File: config.mk
export PLATFORM = sky130hd
export DESIGN_NAME = bcd_counter_scan_display
export DESIGN_NICKNAME = d
export VERILOG_FILES = /design/src/rtl/bcd_counter_scan_display.sv
export SDC_FILE = /design/constraint.sdc
export NUM_CORES = 1
export LEC_CHECK = 0
export ABC_AREA = 1
export CAP_MARGIN = 10
export CORE_ASPECT_RATIO = 0.9
export CORE_MARGIN = 3
export CORE_UTILIZATION = 45
export DETAILED_ROUTE_END_ITERATION = 16
export PLACE_DENSITY = 0.65
export SLEW_MARGIN = 5
export SYNTH_ARGS = -nofsm -noshare
export SYNTH_HDL_FRONTEND = slang
export SYNTH_SLANG_ARGS = --single-unit
File: constraint.sdc
create_clock -name CLK -period 2.8 [get_ports CLK]
set_clock_uncertainty 0.15 [all_clocks]
set_input_delay 0.56 -clock CLK [delete_from_list [all_inputs] [get_ports CLK]]
set_output_delay 0.56 -clock CLK [all_outputs]
set_load 0.05 [all_outputs]
File: src/rtl/bcd_counter_scan_display.sv
// Parametrised BCD up/down counter with a time-multiplexed 7-segment driver.
// The count and the display scan run from independent CLK dividers.
module bcd_counter_scan_display #(
    parameter int unsigned DIGITS         = 4,
    parameter int unsigned CNT_DIV        = 50000000,
    parameter int unsigned SCAN_DIV       = 50000,
    parameter bit          EN_ACTIVE_LOW  = 1'b1,
    parameter bit          SEG_ACTIVE_LOW = 1'b0,
    parameter bit          BLANK_LZ       = 1'b1
) (
    input  logic                  CLK,
    input  logic                  RST_N,
    input  logic                  EN,
    input  logic                  UP,
    input  logic                  CLR,
    input  logic                  LOAD,
    input  logic [4*DIGITS-1:0]   LOAD_VAL,
    output logic [4*DIGITS-1:0]   VALUE,
    output logic                  WRAP,
    output logic [DIGITS-1:0]     DS_EN,
    output logic                  DS_A,
    output logic                  DS_B,
    output logic                  DS_C,
    output logic                  DS_D,
    output logic                  DS_E,
    output logic                  DS_F,
    output logic                  DS_G,
    output logic                  DS_DP
);

    localparam int unsigned VW    = 4 * DIGITS;
    localparam int unsigned PRE_W = (CNT_DIV > 1) ? $clog2(CNT_DIV) : 1;
    localparam int unsigned SCN_W = (SCAN_DIV > 1) ? $clog2(SCAN_DIV) : 1;
    localparam int unsigned IDX_W = (DIGITS > 1) ? $clog2(DIGITS) : 1;

    localparam logic [PRE_W-1:0] PRE_MAX = PRE_W'(CNT_DIV - 1);
    localparam logic [SCN_W-1:0] SCN_MAX = SCN_W'(SCAN_DIV - 1);
    localparam logic [IDX_W-1:0] IDX_MAX = IDX_W'(DIGITS - 1);

    logic [PRE_W-1:0]  r_pre;
    logic [VW-1:0]     r_value;
    logic              r_wrap;
    logic [SCN_W-1:0]  r_scan_div;
    logic [IDX_W-1:0]  r_idx;
    logic [DIGITS-1:0] r_ds_en;
    logic [6:0]        r_seg;
    logic              r_dp;

    logic              w_tick;
    logic [VW-1:0]     w_inc;
    logic [VW-1:0]     w_dec;
    logic [VW-1:0]     w_load;
    logic              w_carry_out;
    logic              w_borrow_out;
    logic [VW-1:0]     w_value_nxt;
    logic              w_wrap_nxt;
    logic              w_scan_last;
    logic [3:0]        w_digit;
    logic              w_blank;
    logic [DIGITS-1:0] w_en_oh;

    // Segment pattern {a,b,c,d,e,f,g}, active-high
    function automatic logic [6:0] decode7(input logic [3:0] d);
        case (d)
            4'd0:    decode7 = 7'b1111110;
            4'd1:    decode7 = 7'b0110000;
            4'd2:    decode7 = 7'b1101101;
            4'd3:    decode7 = 7'b1111001;
            4'd4:    decode7 = 7'b0110011;
            4'd5:    decode7 = 7'b1011011;
            4'd6:    decode7 = 7'b1011111;
            4'd7:    decode7 = 7'b1110000;
            4'd8:    decode7 = 7'b1111111;
            4'd9:    decode7 = 7'b1111011;
            default: decode7 = 7'b0000000;
        endcase
    endfunction

    assign w_tick      = EN && (r_pre == PRE_MAX);
    assign w_scan_last = (r_scan_div == SCN_MAX);

    // Ripple BCD increment/decrement, and clamped load value
    always_comb begin : bcd_arith
        logic [3:0] v_d;
        logic [3:0] v_l;
        logic       v_carry;
        logic       v_borrow;
        w_inc    = r_value;
        w_dec    = r_value;
        w_load   = '0;
        v_carry  = 1'b1;
        v_borrow = 1'b1;
        for (int i = 0; i < DIGITS; i++) begin
            v_d = r_value[4*i +: 4];
            v_l = LOAD_VAL[4*i +: 4];
            w_load[4*i +: 4] = (v_l > 4'd9) ? 4'd9 : v_l;
            if (v_carry) begin
                if (v_d >= 4'd9) begin
                    w_inc[4*i +: 4] = 4'd0;
                end else begin
                    w_inc[4*i +: 4] = v_d + 4'd1;
                    v_carry = 1'b0;
                end
            end
            if (v_borrow) begin
                if (v_d == 4'd0) begin
                    w_dec[4*i +: 4] = 4'd9;
                end else begin
                    w_dec[4*i +: 4] = v_d - 4'd1;
                    v_borrow = 1'b0;
                end
            end
        end
        w_carry_out  = v_carry;
        w_borrow_out = v_borrow;
    end

    always_comb begin
        w_value_nxt = r_value;
        w_wrap_nxt  = 1'b0;
        if (CLR) begin
            w_value_nxt = '0;
        end else if (LOAD) begin
            w_value_nxt = w_load;
        end else if (w_tick) begin
            w_value_nxt = UP ? w_inc : w_dec;
            w_wrap_nxt  = UP ? w_carry_out : w_borrow_out;
        end
    end

    always_ff @(posedge CLK or negedge RST_N) begin
        if (!RST_N) begin
            r_pre   <= '0;
            r_value <= '0;
            r_wrap  <= 1'b0;
        end else begin
            r_value <= w_value_nxt;
            r_wrap  <= w_wrap_nxt;
            if (CLR || LOAD) begin
                r_pre <= '0;
            end else if (EN) begin
                r_pre <= w_tick ? '0 : r_pre + PRE_W'(1);
            end
        end
    end

    // Scan timebase runs regardless of EN
    always_ff @(posedge CLK or negedge RST_N) begin
        if (!RST_N) begin
            r_scan_div <= '0;
            r_idx      <= '0;
        end else begin
            r_scan_div <= w_scan_last ? '0 : r_scan_div + SCN_W'(1);
            if (w_scan_last) begin
                r_idx <= (r_idx == IDX_MAX) ? '0 : r_idx + IDX_W'(1);
            end
        end
    end

    // Select the scanned digit; blank it if it and all higher digits are zero
    always_comb begin : digit_sel
        logic v_zero;
        w_digit = '0;
        w_blank = 1'b0;
        w_en_oh = '0;
        v_zero  = 1'b1;
        for (int i = DIGITS - 1; i >= 0; i--) begin
            v_zero = v_zero && (r_value[4*i +: 4] == 4'd0);
            if (IDX_W'(i) == r_idx) begin
                w_digit    = r_value[4*i +: 4];
                w_blank    = BLANK_LZ && (i != 0) && v_zero;
                w_en_oh[i] = 1'b1;
            end
        end
    end

    always_ff @(posedge CLK or negedge RST_N) begin
        if (!RST_N) begin
            r_ds_en <= {DIGITS{EN_ACTIVE_LOW}};
            r_seg   <= {7{SEG_ACTIVE_LOW}};
            r_dp    <= SEG_ACTIVE_LOW;
        end else begin
            r_ds_en <= w_en_oh ^ {DIGITS{EN_ACTIVE_LOW}};
            r_seg   <= (w_blank ? 7'b0000000 : decode7(w_digit)) ^ {7{SEG_ACTIVE_LOW}};
            r_dp    <= ((r_idx == '0) && !UP) ^ SEG_ACTIVE_LOW;
        end
    end

    assign VALUE = r_value;
    assign WRAP  = r_wrap;
    assign DS_EN = r_ds_en;
    assign DS_A  = r_seg[6];
    assign DS_B  = r_seg[5];
    assign DS_C  = r_seg[4];
    assign DS_D  = r_seg[3];
    assign DS_E  = r_seg[2];
    assign DS_F  = r_seg[1];
    assign DS_G  = r_seg[0];
    assign DS_DP = r_dp;

endmodule

# Yosys cells after proc, flatten, opt, wreduce, memory -nomap -nowiden
# Memories as Yosys holds them, arrays and structs flattened.
# Index checks and enable logic that the tools add are counted.
# classes
muxes,58
eq_ne,9
magnitude_cmp,8
n_mul,0
n_div,0
n_shift,0
addsub,11
reduce_logical,19
bitwise_logic,1
# op_table
operator,count
2-to-1 mux 4 bit,22
2-to-1 mux 16 bit,5
2-to-1 mux 26 bit,3
"adder 26 x 1 -> 26 bit, second input constant",1
"equality test 26 bit, second input constant",1
2-to-1 mux 1 bit,26
"adder 16 x 1 -> 16 bit, second input constant",1
"adder 4 x 1 -> 4 bit, second input constant",4
"equality test 16 bit, second input constant",1
">= comparator 4 bit, second input constant",4
"greater-than comparator 4 bit, second input constant",4
zero test 4 bit,4
"subtractor 4 x 1 -> 4 bit, second input constant",4
"!= test 4 x 2 -> 1 bit, second input constant",3
nonzero test 4 bit,3
AND reduction 3 bit,3
2-to-1 mux 7 bit,1
"equality test 2 bit, first input constant",2
logical AND 1 bit,4
NOT 4 bit,1
nonzero test 3 bit,1
"adder 2 x 1 -> 2 bit, second input constant",1
"equality test 1 x 2 -> 1 bit, first input constant",1
"equality test 2 bit, second input constant",1
other kinds (5),5
# word_totals
n_memories,1
reg_bits,73
mem_bits_ro,112
ram_bits,0
latchBits,0
# memory_table
memory,depth,word_bits,rd,rd_clocked_by_memory_dff,write_ports,line,rtl
(name not given),16,7,1,0,0,64,case (d)

# Logic depth before layout (Yosys ltp)
# logic_depth
depth_word,9
ltp_mapped,15

# Worst setup path after synthesis
# Ideal clock, no wire load.
# synth_timing
kind,reg-to-reg
startpoint,"reg r_value[12], in the netlist VALUE[12]"
endpoint,reg r_seg[3]
setup_slack_ns,0.683
synth_period_minus_slack_ns,2.117
stages_incl_launch_ff,10
path_buffers,0
setup_time_ns,0.119
t_arrival_ns,1.848
cell_sequence,dfrtp_1 -> inv_1 -> o21ai_0 -> nand3b_1 -> nand2_1 -> inv_1 -> ha_1 -> nand2_1 -> and3_1 -> nor2_1
# synth_between
elab_chain_len,6
# synth_lines
element,line,rtl
"start, declared",41,logic [VW-1:0] r_value;
"start signal, assigned",137,r_value <= w_value_nxt;
2-to-1 mux 4 bit / zero test 4 bit (equally long branches),"169, 168",
"2-to-1 mux 4 bit, or another cell as far along (2 in a row)",169,if (IDX_W'(i) == r_idx) begin
2-to-1 mux 4 bit / 2-to-1 mux 1 bit (equally long branches),169,
memory read (16 x 7 bit) / 2-to-1 mux 1 bit (equally long branches),n/a,
2-to-1 mux 7 bit (*),184,r_seg <= (w_blank ? 7'b0000000 : decode7(w_digit)) ^ {7{SEG_ACTIVE_LOW}};
"end signal, assigned",180,r_seg <= {7{SEG_ACTIVE_LOW}};
"end signal, assigned",184,
"end, declared",46,logic [6:0] r_seg;
# Mark *: on every way between the ends. The rest lies on a longest branch, timed or not.
# A chain may end at the register's enable or synchronous reset.

# Final worst setup path
# layout_timing
startpoint,"reg r_value[4], in the netlist VALUE[4]"
endpoint,out VALUE[4]
# layout_rtl
element,line,rtl
"end, declared",18,"output logic [4*DIGITS-1:0] VALUE,"
# No word-level cell between the ends.

==> qor.yml <==
status: "complete, no violations"
critPathCaptureType: "output pin"
synthArstFlopShare_pct: 100
fin_nets: 862
synthTopCellsByArea: "dfrtp_1 (33%), nand2_1 (16%), nor2_1 (8.2%)"
yosysUniqueCellTypes: 40
num_vias: 4900
syn_avg_cell_area_um2: 6.80
max_freq_mhz: 401
start_kind: "flip-flop"
yosysTopAreaCellShare_pct: 33.4
rsz0062_at_grt: "false"
power.leakage_nw: 3.00
worst_path_max_delay_cell: "clkdlybuf4s50_1"
diodes: 0
ys.flop_type: "dfrtp_1"
insertion_delay_ps: 340
finalSetupViolations: 0
grt_pass1_vias: 4533
power_frac_comb_pct: 24.8
fin_area_um2: 6170
reg2reg_slack_ps: 470
ys_top_cells_by_count: "nand2_1 (217), nor2_1 (113), inv_1 (96), dfrtp_1 (69), nand3_1 (59)"
finalHoldViolCount: 0
utilization_pct: 55.9
cp.arrival_ps: 1790
cts_setup_buffers: 0
pre_cts_ws_ps: 281
gr-total-overflow: 0
globalRouteMet1Util_pct: 28.4
final_cells: 973
synth.most_common_cell: "nand2_1"
fin_ws_ps: 305
drc: 0
cts_tree: "built"
ys_warn_count: 0
syn_inst: 761
port-buffer-count: 50
post_cts_resized: 0
dp_hpwl_um: 9840
syn-num-nets: 807
via_per_inst: 5.04
die-height_um: 108
tightest_slew_ps: 533
tns_ps: 0
met2_usage_pct: 33.3
power_frac_seq_pct: 36.5
io_pins: 51
syn-cell-area_um2: 5180
required_ps: 2090
grt_first_pass_wirelength_um: 21700
grt_use_met3_pct: 6.25
power.density_nw_per_um2: 532
crit_fanout: 8
timing.final.crit_share_pct: 89.1
syn_to_final_growth_pct: 19.2
synth-seq-area-share_pct: 35.4
hp-class: "input port to async pin"
cts.clk_slew.worst_paths_ps: 60
grt.total_usage_pct: 21.2
max-slew-margin-rel_pct: 64.4
cts_max_path_buffers: 2
grt_max_degree: 74
period_needed_ps: 2500
p_int_mw: 2.20
detail-route-antenna-nets: 0
cts_root_buffer: "clkbuf_16"
irDropWorstVdd_mv: 0.264
synth_edf_count: 0
start_util_pct: 46.9
row_count: 36
place_area_um2: 5840
antenna_found_initial: 1
path_delay_family: "buffers and inverters"
swShare_pct: 33.0
drive_gt1_share_pct: 8.28
max_stage_delay_ps: 880
cts_max_level: 3
numCtsBuffers: 9
wl_um: 12900
design.die.area_um2: 12800
drv_slew: 0
ctsHoldBuffers: 0
synth_top_area_cell: "dfrtp_1"
dr.pass1.iters: 5
p_sw_mw: 1.08
crit_chain: "clkdlybuf4s50_1"
critical_path_buf_inv_count: 1
fp.dieW_um: 119
worst-setup-path-type: "flip-flop to output pin"
drt-initial-drc-count: 429
dp_cells: 957
core-area_um2: 11000
post_drt_wl_per_cell_um: 13.2
clockPowerShare_pct: 38.7
ys_ff_latch: 73
maxCapViolations: 0
gp_congestion: 0.902
grt.busiest_layer: "met2"
cts.sinks: 73
==> power groups by stage <==
stage                     combinational [mW]  sequential (mW)  clock, mW
after floorplan                        0.406             1.35          0
after global placement                 0.802             1.22          0
after detailed placement               0.814             1.22          0
after CTS                              0.818             1.20       1.31
after global routing                   0.902             1.21       1.35
final                                  0.814             1.20       1.27
==> path summary, 6_finish.rpt <==
check / from / endpoint / cells after the start
min: RST_N / VALUE[0] / 2
max reg2reg: r_idx[1] / r_seg[3] / 13
max: VALUE[4] / VALUE[4] / 1
max in group asynchronous: RST_N / DS_EN[0] / 2
min reg2reg: r_scan_div[0] / r_scan_div[0] / 1
min in group CLK: r_scan_div[0] / r_scan_div[0] / 1
==> cells by family (layout without fill, tap and decap cells) <==
kind of cell	Yosys count	in the layout	synth area share (%)
AOI/OAI and AO/OA	69	69	7.08
adders and majority gates	24	24	5.80
buffers and inverters	120	180	9.77
and+or+nand+nor	459	459	39.3
xor gates and xnor gates	16	16	2.71
DFF	73	73	35.4
==> per-stage QoR <==
stage	total power [mW]	hold WS, ps
floorplan	1.76	114
global placement	2.02	293
detailed placement	2.03	310
CTS	3.33	84.4
global route	3.46	97.2
finish	3.28	46.2
==> routing by layer <==
layer  part of all wire, %  routed length [um]
met5                 0.070                   9
met4                   1.4                 186
met3                   6.7                 869
met2                    45                5760
met1                    47                6050
==> cell usage in the layout (no fill, tap or decap), types with 14 or more instances in the layout <==
master	n
nor2_1	113
nand3_1	59
ha_1	24
nand4_1	17
nor3_1	14
dfrtp_1	69
clkdlybuf4s50_1	49
o21ai_0	19
inv_1	96
xor2_1	15
a21oi_1	35
nand2_1	217
==> cell type report <==
cell class              instances  area, um^2
clock buffers                  10         239
multi-input cells             568        2840
well taps                     152         190
clock inverters                 6        91.3
flip-flops and latches         73        1830
repair buffers                 60         586
fillers                      1061        4870
inverters                     104         392
==> flip-flops by register name, summed over array words and instances (netlist names) <==
register / cells
r_pre: 26
VALUE: 16
r_scan_div: 16
r_seg: 7
DS_EN: 4
r_idx: 2
DS_DP: 1
WRAP: 1
No activity file was read; power rests on OpenSTA's default activity.
